==> config.mk <==
export PLATFORM = sky130hd
export DESIGN_NAME = instr_issue_encoder
export DESIGN_NICKNAME = d
export VERILOG_FILES = /design/src/rtl/instr_issue_encoder_pkg.sv /design/src/rtl/instr_fifo.sv /design/src/rtl/instr_issue_encoder.sv
export SDC_FILE = /design/constraint.sdc
export NUM_CORES = 1
export LEC_CHECK = 0
export ABC_AREA = 0
export CORE_ASPECT_RATIO = 0.7
export CORE_MARGIN = 3
export CORE_UTILIZATION = 25
export CTS_CLUSTER_SIZE = 8
export DETAILED_ROUTE_END_ITERATION = 16
export GPL_ROUTABILITY_DRIVEN = 0
export HOLD_SLACK_MARGIN = 0.05
export PLACE_DENSITY = 0.54
export SLEW_MARGIN = 20
export SYNTH_ARGS = -nofsm -noshare
export SYNTH_HDL_FRONTEND = slang
export SYNTH_SLANG_ARGS = --single-unit
==> constraint.sdc <==
create_clock -name Clk -period 2.4 [get_ports Clk]
set_input_delay 0.72 -clock Clk [delete_from_list [all_inputs] [get_ports Clk]]
set_output_delay 0.72 -clock Clk [all_outputs]
set_load 0.01 [all_outputs]
==> src/rtl/instr_issue_encoder_pkg.sv <==
// Op codes, instruction-format fields and the idle word shared by the issuer and the decoder FSM.
// Pure declarations; no logic.
package instr_issue_encoder_pkg;

    localparam logic [3:0] OP_ADD  = 4'b0000;
    localparam logic [3:0] OP_SUB  = 4'b0001;
    localparam logic [3:0] OP_CMP  = 4'b0010;
    localparam logic [3:0] OP_AND  = 4'b0011;
    localparam logic [3:0] OP_OR   = 4'b0100;
    localparam logic [3:0] OP_XOR  = 4'b0101;
    localparam logic [3:0] OP_NOT  = 4'b0110;
    localparam logic [3:0] OP_LSH  = 4'b0111;
    localparam logic [3:0] OP_RSH  = 4'b1000;
    localparam logic [3:0] OP_ARSH = 4'b1001;
    localparam logic [3:0] OP_NOP  = 4'b1111;

    localparam logic [3:0] MAJ_RTYPE = 4'b0000;
    localparam logic [3:0] MAJ_SHIFT = 4'b1000;
    localparam logic [3:0] EXT_LSH   = 4'b0100;

    // Register-form ext field (bits 7:4)
    localparam logic [3:0] EXT_ADD = 4'b0101;
    localparam logic [3:0] EXT_SUB = 4'b1001;
    localparam logic [3:0] EXT_CMP = 4'b1011;
    localparam logic [3:0] EXT_AND = 4'b0001;
    localparam logic [3:0] EXT_OR  = 4'b0010;
    localparam logic [3:0] EXT_XOR = 4'b0011;

    // Immediate-form major opcode (bits 15:12)
    localparam logic [3:0] OPC_ADDI = 4'b0101;
    localparam logic [3:0] OPC_SUBI = 4'b1001;
    localparam logic [3:0] OPC_CMPI = 4'b1011;
    localparam logic [3:0] OPC_ANDI = 4'b0001;
    localparam logic [3:0] OPC_ORI  = 4'b0010;
    localparam logic [3:0] OPC_XORI = 4'b0011;

    localparam logic [15:0] IDLE_WORD = 16'h40F0;

    typedef enum logic [1:0] {
        ST_IDLE = 2'd0,
        ST_HOLD = 2'd1,
        ST_GAP  = 2'd2
    } issue_state_t;

    typedef struct packed {
        logic        legal;
        logic [15:0] word;
    } enc_t;

endpackage

==> src/rtl/instr_fifo.sv <==
// Synchronous FIFO of encoded instruction words with show-ahead read data.
// Latency: push visible at head one edge later. Pushes while full and pops while empty are ignored.
module instr_fifo #(
    parameter int DEPTH = 4
) (
    input  logic                     Clk,
    input  logic                     Rst,
    input  logic                     push_vld,
    input  logic [15:0]              wr_dat,
    input  logic                     pop_rdy,
    output logic [15:0]              rd_dat,
    output logic [$clog2(DEPTH):0]   count,
    output logic                     full,
    output logic                     empty
);
    localparam int AW = $clog2(DEPTH);

    logic [15:0]   mem [DEPTH];
    logic [AW-1:0] wr_ptr;
    logic [AW-1:0] rd_ptr;
    logic          push_ok;
    logic          pop_ok;

    assign full    = (count == (AW+1)'(DEPTH));
    assign empty   = (count == '0);
    assign push_ok = push_vld & ~full;
    assign pop_ok  = pop_rdy & ~empty;
    assign rd_dat  = mem[rd_ptr];

    always_ff @(posedge Clk) begin
        if (push_ok) begin
            mem[wr_ptr] <= wr_dat;
        end
    end

    // Power-of-two depth lets the pointers wrap naturally.
    always_ff @(posedge Clk or negedge Rst) begin
        if (!Rst) begin
            wr_ptr <= '0;
            rd_ptr <= '0;
            count  <= '0;
        end else begin
            if (push_ok) wr_ptr <= wr_ptr + AW'(1);
            if (pop_ok)  rd_ptr <= rd_ptr + AW'(1);
            case ({push_ok, pop_ok})
                2'b10:   count <= count + (AW+1)'(1);
                2'b01:   count <= count - (AW+1)'(1);
                default: count <= count;
            endcase
        end
    end

endmodule

==> src/rtl/instr_issue_encoder.sv <==
// Encodes field-level ALU commands into 16-bit words, queues them and issues each on Instr for a fixed hold window.
// Latency: command accepted at edge t into an empty queue while idle appears on Instr at edge t+1.
// Backpressure: In_ready is low while the queue is full; illegal commands handshake but are dropped.
module instr_issue_encoder
    import instr_issue_encoder_pkg::*;
#(
    parameter int DEPTH        = 4,
    parameter int ISSUE_CYCLES = 5,
    parameter int GAP_CYCLES   = 1
) (
    input  logic                     Clk,
    input  logic                     Rst,
    input  logic                     In_valid,
    output logic                     In_ready,
    input  logic [3:0]               Op_sel,
    input  logic                     Imm_sel,
    input  logic [3:0]               Rdest,
    input  logic [3:0]               Rsrc,
    input  logic [7:0]               Imm,
    output logic [15:0]              Instr,
    output logic                     Issue_strobe,
    output logic                     Illegal,
    output logic                     Busy,
    output logic [$clog2(DEPTH):0]   Fifo_count
);
    localparam int CNTW = $clog2(DEPTH) + 1;
    localparam int MAXC = (ISSUE_CYCLES > GAP_CYCLES) ? ISSUE_CYCLES : GAP_CYCLES;
    localparam int CW   = $clog2(MAXC + 1);

    function automatic enc_t encode(input logic [3:0] op, input logic imm_sel,
                                    input logic [3:0] rdest, input logic [3:0] rsrc,
                                    input logic [7:0] imm);
        enc_t       e;
        logic [3:0] ext;
        logic [3:0] opc;
        logic       alu;
        e.legal = 1'b0;
        e.word  = IDLE_WORD;
        ext     = '0;
        opc     = '0;
        alu     = 1'b1;
        case (op)
            OP_ADD:  begin ext = EXT_ADD; opc = OPC_ADDI; end
            OP_SUB:  begin ext = EXT_SUB; opc = OPC_SUBI; end
            OP_CMP:  begin ext = EXT_CMP; opc = OPC_CMPI; end
            OP_AND:  begin ext = EXT_AND; opc = OPC_ANDI; end
            OP_OR:   begin ext = EXT_OR;  opc = OPC_ORI;  end
            OP_XOR:  begin ext = EXT_XOR; opc = OPC_XORI; end
            default: alu = 1'b0;
        endcase
        if (op == OP_LSH) begin
            // Shifts only exist in register form.
            e.legal = ~imm_sel;
            e.word  = {MAJ_SHIFT, rdest, EXT_LSH, rsrc};
        end else if (alu) begin
            e.legal = 1'b1;
            e.word  = imm_sel ? {opc, rdest, imm} : {MAJ_RTYPE, rdest, ext, rsrc};
        end
        return e;
    endfunction

    enc_t            cmd_enc;
    logic            in_acc;
    logic            push_vld;
    logic            pop_rdy;
    logic            fifo_full;
    logic            fifo_empty;
    logic [15:0]     head_dat;
    logic [CNTW-1:0] count_nxt;

    issue_state_t    state, state_nxt;
    logic [CW-1:0]   cnt, cnt_nxt;
    logic [15:0]     instr_nxt;
    logic            strobe_nxt;

    assign cmd_enc   = encode(Op_sel, Imm_sel, Rdest, Rsrc, Imm);
    assign in_acc    = In_valid & In_ready;
    assign push_vld  = in_acc & cmd_enc.legal & ~fifo_full;
    assign count_nxt = Fifo_count + CNTW'(push_vld) - CNTW'(pop_rdy & ~fifo_empty);
    assign Busy      = ~fifo_empty | (state != ST_IDLE);

    instr_fifo #(.DEPTH(DEPTH)) u_fifo (
        .Clk      (Clk),
        .Rst      (Rst),
        .push_vld (push_vld),
        .wr_dat   (cmd_enc.word),
        .pop_rdy  (pop_rdy),
        .rd_dat   (head_dat),
        .count    (Fifo_count),
        .full     (fifo_full),
        .empty    (fifo_empty)
    );

    // Ready follows next-cycle occupancy so a full queue is never offered a slot.
    always_ff @(posedge Clk or negedge Rst) begin
        if (!Rst) begin
            In_ready <= 1'b0;
            Illegal  <= 1'b0;
        end else begin
            In_ready <= (count_nxt != CNTW'(DEPTH));
            Illegal  <= in_acc & ~cmd_enc.legal;
        end
    end

    always_ff @(posedge Clk or negedge Rst) begin
        if (!Rst) begin
            state        <= ST_IDLE;
            cnt          <= '0;
            Instr        <= IDLE_WORD;
            Issue_strobe <= 1'b0;
        end else begin
            state        <= state_nxt;
            cnt          <= cnt_nxt;
            Instr        <= instr_nxt;
            Issue_strobe <= strobe_nxt;
        end
    end

    always_comb begin
        state_nxt  = state;
        cnt_nxt    = cnt;
        instr_nxt  = Instr;
        strobe_nxt = 1'b0;
        pop_rdy    = 1'b0;
        case (state)
            ST_IDLE: begin
                instr_nxt = IDLE_WORD;
                if (!fifo_empty) begin
                    pop_rdy    = 1'b1;
                    instr_nxt  = head_dat;
                    cnt_nxt    = CW'(ISSUE_CYCLES - 1);
                    strobe_nxt = 1'b1;
                    state_nxt  = ST_HOLD;
                end
            end
            ST_HOLD: begin
                if (cnt == '0) begin
                    instr_nxt = IDLE_WORD;
                    cnt_nxt   = CW'(GAP_CYCLES - 1);
                    state_nxt = ST_GAP;
                end else begin
                    cnt_nxt = cnt - CW'(1);
                end
            end
            ST_GAP: begin
                if (cnt == '0) begin
                    state_nxt = ST_IDLE;
                end else begin
                    cnt_nxt = cnt - CW'(1);
                end
            end
            default: begin
                state_nxt = ST_IDLE;
                instr_nxt = IDLE_WORD;
                cnt_nxt   = '0;
            end
        endcase
    end

endmodule

==> results of run 1 <==
-- layout make-up --
type | count | share of cell area (%)
clock buffer | 10 | 4.19
timing repair buffer | 77 | 14.0
clock inverter | 6 | 1.08
tap | 220 | 5.04
multi-input combinational | 143 | 25.1
inverter | 16 | 1.10
sequential | 95 | 49.5
-- cells in the mapped netlist, types with 5 or more instances --
| library cell | count | share of area (%) |
|---|---|---|
| a21oi_1 | 5 | 0.60 |
| a22o_1 | 11 | 2.3 |
| and2_2 | 5 | 0.90 |
| buf_2 | 5 | 0.60 |
| clkbuf_1 | 6 | 0.54 |
| dfrtp_1 | 26 | 16 |
| dfstp_2 | 5 | 3.1 |
| edfxtp_1 | 64 | 46 |
| ha_1 | 9 | 2.7 |
| inv_1 | 16 | 1.4 |
| mux4_2 | 16 | 8.6 |
| nand2_1 | 12 | 1.1 |
| nor2_1 | 9 | 0.81 |
| o2111ai_1 | 8 | 1.7 |
| o21ai_0 | 5 | 0.60 |
| o22a_1 | 5 | 1.0 |
| xnor2_1 | 6 | 1.3 |
-- metrics by stage --
stage,std cells,power [µW],TNS (ns)
detailed placement,550,4630,-18.88
global route,567,6380,-0.00979
floorplan,269,3700,-0.205
global placement,550,4570,-17.54
finish,567,5960,0
CTS,566,6050,0
-- how the worst max path moves through the flow --
stage	start	to	slack, ns	cells past startpoint
3_5_place_dp	Op_sel[0]	u_fifo.count[2]	-0.36	10
4_1_cts	In_valid	u_fifo.count[1]	0.005	8
6_report	Op_sel[1]	u_fifo.count[2]	0.14	10
5_1_grt	u_fifo.count[2]	In_ready	-0.01	10
2_1_floorplan	u_fifo.count[2]	In_ready	-0.1	11
3_3_place_gp	In_valid	u_fifo.count[2]	-0.33	10
-- cell families after synthesis --
logic type / after synthesis / synth area share, %
flops: 95 / 64.6
mux: 20 / 9.74
compound gates: 47 / 9.11
simple gates: 55 / 7.47
fa+ha+maj: 11 / 3.65
xor+xnor: 10 / 2.09
buf+inv: 31 / 3.38
-- metal layers --
| layer | GRT usage [%] | up-vias | routed length [µm] |
|---|---|---|---|
| met2 | 16.5 | 82 | 4100 |
| met3 | 3.36 | 5 | 745 |
| met5 | 0 | - | 0 |
| met1 | 16.9 | 1227 | 4800 |
| met4 | 2.46 | 0 | 57 |
| li1 | - | 1168 | - |
-- cell usage in the layout (no fill, tap or decap), drive strengths merged, types with 9 or more instances in the layout --
cell type	n
a22o	11
buf	31
clkbuf	10
clkdlybuf4s50	40
dfrtp	26
edfxtp	64
ha	9
inv	18
mux4	16
nand2	13
nor2	9
-- registers in the layout, summed over array words and instances, names as in the netlist --
name and count:
Illegal 1, u_fifo.wr_ptr 2, u_fifo.rd_ptr 2, Instr 16, state 2, u_fifo.mem 64
In_ready 1, cnt 3, Issue_strobe 1, u_fifo.count 3
-- power by group --
part | switching, µW | leakage (µW) | internal, µW
clock network | 588 | 0.000140 | 805
registers | 145 | 0.000956 | 2090
logic | 1140 | 0.000945 | 1190
total | 1880 | 0.00204 | 4080
-- repair_timing --
item	CTS	global route
endpoints found under the setup margin	3	4
setup buffers	0	1
pin swaps	1	6
gates resized for setup	3	8
==> run_results.csv, run 1 <==
group,metric,value,unit
critical_path,r2r_setup_slack,0.14,ns
logic_synthesis,ys_seq_elements,95,
critical_path,crit_slowest_cell,"a2111oi_4",
status,status,"complete, no violations",
pwr,peakVddDrop,0.376,mV
timing,whs,0.507,ns
finish,seq_area,0.00271,mm²
floorplanning,dieHeight,114,µm
timing,slew_violations,0,
timing,slew_headroom,28.7,%
detailed_routing,drt_iter0_drc,149,
timing,hold_violations,0,
floorplanning,die-area,0.0184,mm²
hold_path,min_to,"Instr[3]",
critical_path,reg2reg_from,"u_fifo.count[2]",
place,io_buffers,46,
detailed_routing,post_drt_wl_per_cell,17.1,µm
timing,min_period,2.26,ns
critical_path,crit_path_frequent_cell,"xor2_1",
clock_tree,numCtsBuffers,9,
critical_path,crit_fanout,3,
logic_synthesis,synth.yosys.seq_area_share,64.6,%
floorplanning,coreArea,0.0159,mm²
clock_tree,cts_num_sinks,95,
clock_tree,h-tree-depth,3,
place,dp_slack,-0.360,ns
logic_synthesis,syn_area_per_cell,15.6,µm²
detailed_routing,dr.pass1.iters,4,
logic_synthesis,ys_async_sr_fraction,32.6,%
global_routing,antenna_found_initial,0,
finish,diodes,0,
finish,syn_to_final_growth,30.4,%
finish,layout-drive-gt1-share,25.6,%
finish,finalCoreUtilization,34.3,%
global_routing,grt-ovfl-total,0,
timing,setup_viol,0,
critical_path,cpPeakStageDelay,0.44,ns
critical_path,crit_type,"input pin to register",
timing,rsz0062_at_grt,"yes",
global_routing,grt_max_degree,32,
logic_synthesis,ys_types,50,
pwr,p_per_area,1090,mW/mm²
pwr,p_leak,0.00204,µW
timing,period_share,94.4,%
timing,setup_slack,0.135,ns
logic_synthesis,synth_nets,304,
critical_path,cp.required,2.62,ns
clock_tree,hold_buffers,0,
detailed_routing,avgViaCountPerCell,4.38,
critical_path,cp-end-kind,"register",
critical_path,critPathLaunchType,"input pin",
timing,finClkSkew,0.00536,ns
floorplanning,die_x,161,µm
clock_tree,clockBufferDepth,2,
critical_path,cpLargestDelayFamily,"compound AO/OA/AOI/OAI gates",
job,drv_cap,0,
place,hpwlAfterDp,6800,µm
clock_tree,clockRootBuffer,"clkbuf_16",
finish,multi_input_area,0.00137,mm²
hold_path,min_from,"Instr[3]",
timing,fmax,0.442,GHz
global_routing,grt_pass1_wl,15600,µm
floorplanning,initial_core_util,26.3,%
floorplanning,io_pins,47,
logic_synthesis,synth_cells,269,
logic_synthesis,ys_warn_count,0,
global_routing,grt_util_all_layers,11.4,%
detailed_routing,drc_errors,0,
detailed_routing,ant_nets,0,
clock_tree,cts_tree,"done",
timing,worst_slew_pin_slew,1.06,ns
finish,fill_cells,1522,
critical_path,crit_arrival,2.49,ns
hold_path,whs_path_depth,1,
global_routing,grt_pass1_vias,2656,
clock_tree,clk_latency,0.34,ns
logic_synthesis,synthesis.area,0.00419,mm²
detailed_routing,dr_total_vias,2482,
finish,design_area,0.00546,mm²
detailed_routing,wirelength,9710,µm
critical_path,crit_chain,"dlygate4sd2_1 -> and2_4 -> a2111oi_4 -> inv_1 -> ha_2 -> inv_2 -> fa_2 -> xor2_1 -> nor2_1 -> xor2_1",
finish,nets,377,
hold_path,hp-class,"register to register",
critical_path,r2r-end,"In_ready",
floorplanning,rows,38,
clock_tree,clkSlewWorstSetupHoldPaths,0.06,ns
critical_path,worst-path-buf-inv,3,
logic_synthesis,synth_edf_count,64,
critical_path,rr_worst_depth,10,
logic_synthesis,ys_dominant_reg_cell,"edfxtp_1",
place,place_area,0.00514,mm²
No activity file was read; power rests on OpenSTA's default activity.
==> run 2, diff against run 1 <==
--- a/constraint.sdc
+++ b/constraint.sdc
@@ -3,2 +3,2 @@
 set_output_delay 0.72 -clock Clk [all_outputs]
-set_load 0.01 [all_outputs]
+set_load 0.1 [all_outputs]
==> run_results.csv, run 2 (synthesis gave the netlist of run 1 again) <==
group,metric,value,unit
global_routing,grt_util_all_layers,11.2,%
global_routing,grt-ovfl-total,0,
detailed_routing,ant_nets,0,
global_routing,antenna_found_initial,0,
pwr,p_per_area,1300,mW/mm²
detailed_routing,post_drt_wl_per_cell,17.0,µm
timing,hold_violations,0,
detailed_routing,dr_total_vias,2508,
floorplanning,coreArea,0.0159,mm²
critical_path,critPathLaunchType,"register",
finish,seq_area,0.00271,mm²
critical_path,crit_fanout,6,
global_routing,grt_busiest_layer,"met2",
floorplanning,initial_core_util,26.3,%
detailed_routing,drc_errors,0,
status,status,"complete, no violations",
floorplanning,die-area,0.0184,mm²
detailed_routing,dr.pass1.iters,4,
global_routing,grt_util_met3,3.40,%
pwr,peakVddDrop,0.795,mV
critical_path,cp-end-kind,"register",
critical_path,crit_type,"register to register",
global_routing,grt_pass1_wl,15300,µm
finish,largest_reg_flops,64,
timing,finClkSkew,0.00581,ns
timing,whs,0.504,ns
critical_path,crit_arrival,2.55,ns
finish,top_register,"u_fifo.mem",
finish,multi_input_area,0.00140,mm²
timing,worst_slew_pin_slew,0.684,ns
floorplanning,die_x,161,µm
finish,layout-drive-gt1-share,35.0,%
clock_tree,clk_latency,0.34,ns
floorplanning,rows,38,
job,drv_cap,0,
timing,rsz0062_at_grt,"no",
global_routing,grt_max_degree,32,
finish,diodes,0,
detailed_routing,drt_iter0_drc,62,
finish,nets,376,
hold_path,hp-class,"register to register",
timing,period_share,96.7,%
timing,setup_viol,0,
timing,fmax,0.431,GHz
finish,final_common_cell,"edfxtp_1",
finish,layout_common_cells,"64 x edfxtp_1, 43 x buf_4, 22 x dfrtp_1",
clock_tree,clockBufferDepth,2,
floorplanning,io_pins,47,
clock_tree,cts_tree,"done",
detailed_routing,avgViaCountPerCell,4.43,
global_routing,use_met1,15.6,%
timing,slew_headroom,54.0,%
finish,top_regs,"u_fifo.mem x64, Instr x16",
place,place_area,0.00517,mm²
clock_tree,clockRootBuffer,"clkbuf_16",
place,dp_cells,549,
clock_tree,hold_buffers,0,
place,io_buffers,46,
finish,design_area,0.00555,mm²
finish,fill_cells,1536,
floorplanning,dieHeight,114,µm
clock_tree,numCtsBuffers,9,
finish,fin_cells,566,
global_routing,grt_pass1_vias,2651,
finish,syn_to_final_growth,32.6,%
global_routing,use_met2,16.8,%
critical_path,cp.required,2.63,ns
pwr,p_leak,0.00211,µW
timing,min_period,2.32,ns
detailed_routing,wirelength,9620,µm
clock_tree,clkSlewWorstSetupHoldPaths,0.07,ns
place,hpwlAfterDp,6860,µm
clock_tree,cts_num_sinks,95,
timing,slew_violations,0,
clock_tree,h-tree-depth,3,
## run 2: timing repair
item,in CTS,in global routing
endpoints found under the setup margin,1,4
setup buffers,0,1
pin swaps,1,6
cloned,0,0
gates resized for setup,0,8
## run 2: per-layer routing
metal	part of all wire [%]	up-vias	wire, µm
met5	0	-	0
met4	1.4	0	133
met3	5.2	11	496
met2	44	52	4260
met1	49	1275	4730
li1	-	1170	-
## run 2: power by group
part	internal (µW)	switching, µW	total [µW]
combinational	1210	2050	3260
clock	1050	598	1650
sequential	2110	184	2290
total	4370	2830	7200
## run 2: per-stage QoR
step / utilization [%] / worst slack, ns / TNS [ns] / power (µW)
after CTS: 34.7 / 0.00424 / 0 / 7270
after floorplan: - / -0.210 / -0.509 / 4650
after global placement: 32.5 / -0.364 / -14.85 / 5560
final: 34.9 / 0.0795 / 0 / 7200
after global routing: 34.9 / 0.00328 / 0 / 7610
after detailed placement: 32.5 / -0.371 / -14.99 / 5600
## run 2: final timing paths
check / startpoint / endpoint / slack [ns] / depth (start not counted)
max: u_fifo.count[2] / In_ready / 0.08 / 10
min: Instr[1] / Instr[1] / 0.50 / 1
max reg2reg: u_fifo.count[2] / In_ready / 0.08 / 10
min reg2reg: Instr[1] / Instr[1] / 0.50 / 1
max in group asynchronous: Rst / u_fifo.count[2] / 1.27 / 2
min in group asynchronous: Rst / u_fifo.rd_ptr[0] / 0.78 / 2
## run 2: cell type report
cell class,count,share of cell area [%]
Timing Repair Buffer,76,13.7
Clock buffer,11,4.37
Sequential cell,95,48.9
Clock inverter,5,1.87
Inverter,16,1.08
Multi-Input combinational cell,143,25.1
Tap cell,220,4.96
## run 2: worst max-delay path, cell delays in order, from the launching register on
cell,delay (ns)
dfrtp_4,0.53
or3_4,0.41
nand2_4,0.07
inv_2,0.05
ha_4,0.25
inv_2,0.04
ha_4,0.15
fa_2,0.35
xor2_1,0.15
xnor2_1,0.15
nand2_1,0.06
==> run 3, diff against run 2 <==
CAP_MARGIN = 20   (was not set)
PLACE_DENSITY = not set   (was 0.54)
==> run_results.csv, run 3 (synthesis gave the netlist of run 1 again) <==
group,metric,value,unit
detailed_routing,drt_iter0_drc,129,
finish,nets,383,
global_routing,grt-ovfl-total,0,
timing,min_period,2.32,ns
status,status,"complete, no violations",
timing,finalSetupTns,0,ns
clock_tree,clockRootBuffer,"clkbuf_16",
hold_path,whs_path_depth,1,
finish,largest_reg_flops,64,
timing,finClkSkew,0.00854,ns
hold_path,min_to,"Instr[2]",
detailed_routing,post_drt_wl_per_cell,17.2,µm
timing,fmax,0.431,GHz
clock_tree,cts_num_sinks,95,
clock_tree,numCtsBuffers,9,
finish,finalCoreUtilization,35.3,%
floorplanning,io_pins,47,
pwr,peakVddDrop,0.790,mV
detailed_routing,wirelength,9840,µm
global_routing,grt_max_degree,18,
place,place_area,0.00519,mm²
detailed_routing,dr_total_vias,2560,
pwr,p_per_area,1260,mW/mm²
place,hpwlAfterDp,6860,µm
floorplanning,initial_core_util,26.3,%
finish,design_area,0.00562,mm²
finish,top_register,"u_fifo.mem",
finish,final_common_cell,"edfxtp_1",
critical_path,r2r_setup_slack,0.08,ns
floorplanning,die-area,0.0184,mm²
timing,slew_headroom,52.8,%
hold_path,min_from,"Instr[2]",
clock_tree,clockBufferDepth,2,
critical_path,reg2reg_from,"u_fifo.count[2]",
critical_path,crit_fanout,5,
critical_path,rr_worst_depth,10,
timing,worst_slew_pin_slew,0.707,ns
finish,layout_common_cells,"64 x edfxtp_1, 46 x buf_4, 22 x dfrtp_1",
timing,setup_viol,0,
finish,layout-drive-gt1-share,34.8,%
timing,rsz0062_at_grt,"yes",
place,io_buffers,46,
timing,setup_slack,0.0817,ns
global_routing,grt_pass1_wl,15000,µm
finish,top_regs,"u_fifo.mem x64, Instr x16",
critical_path,critPathLaunchType,"register",
global_routing,grt_util_all_layers,10.8,%
global_routing,antenna_found_initial,0,
clock_tree,clkSlewWorstSetupHoldPaths,0.07,ns
critical_path,cp-end-kind,"primary output",
timing,period_share,96.6,%
detailed_routing,avgViaCountPerCell,4.47,
clock_tree,clk_latency,0.34,ns
critical_path,r2r-end,"In_ready",
clock_tree,h-tree-depth,3,
hold_path,hp-class,"register to register",
job,drv_cap,0,
critical_path,crit_arrival,1.60,ns
timing,slew_violations,0,
critical_path,cp.required,1.68,ns
place,dp_slack,-0.398,ns
timing,hold_violations,0,
pwr,p_leak,0.00215,µW
floorplanning,dieHeight,114,µm
finish,diodes,0,
finish,syn_to_final_growth,34.2,%
floorplanning,die_x,161,µm
clock_tree,cts_tree,"done",
clock_tree,hold_buffers,0,
critical_path,crit_type,"register to primary output",
floorplanning,coreArea,0.0159,mm²
detailed_routing,drc_errors,0,
global_routing,grt_pass1_vias,2623,
detailed_routing,dr.pass1.iters,4,
floorplanning,rows,38,
detailed_routing,ant_nets,0,
==> run 3: cell type report <==
type                    instances  area (µm²)
inverters                      16        62.6
well taps                     220         275
clock inverters                 3        42.5
repair buffers                 83         881
clock buffers                  13         250
flip-flops and latches         95        2710
multi-input cells             143        1390
fillers                      1535       10300
==> run 3: metrics by stage <==
step                cells  hold slack, ns  power (µW)
finish                573           0.513        7070
global route          573           0.546        7440
CTS                   566           0.511        7020
detailed placement    549           0.496        5590
global placement      549           0.490        5530
floorplan             269           0.424        4650
==> run 3: worst max-delay path, stage by stage (launching register included) <==
cell     delay [ns]
dfrtp_4        0.51
nor3_1         0.39
nand2_1        0.16
buf_12         0.20
==> run 3: how the worst max path moves through the flow <==
stage,start,to,slack [ns],cells after the start
3_3_place_gp,Op_sel[0],In_ready,-0.38,8
4_1_cts,Op_sel[1],In_ready,0.004,8
5_1_grt,Op_sel[1],u_fifo.count[2],-0.003,10
6_report,u_fifo.count[2],Busy,0.08,3
3_5_place_dp,Op_sel[0],In_ready,-0.40,8
2_1_floorplan,u_fifo.count[1],In_ready,-0.21,11
==> run 3: layer usage <==
metal,track usage [%],vias up,part of all wire (%)
met5,0,-,0
met4,2.12,0,0.64
met1,14.9,1292,49
met2,16.9,70,45
met3,3.29,9,6.0
li1,-,1189,-
==> run 3: timing repair <==
item                       4_1_cts  5_1_grt
resized for setup                0       10
gates cloned                     0        3
pin swaps                        2       10
buffers inserted                 1        5
setup endpoints to repair        3       24
==> run 3: where the power goes <==
part	total [µW]	switching [µW]	internal, µW
logic	3360	2090	1270
registers	2290	183	2110
clock network	1410	577	836
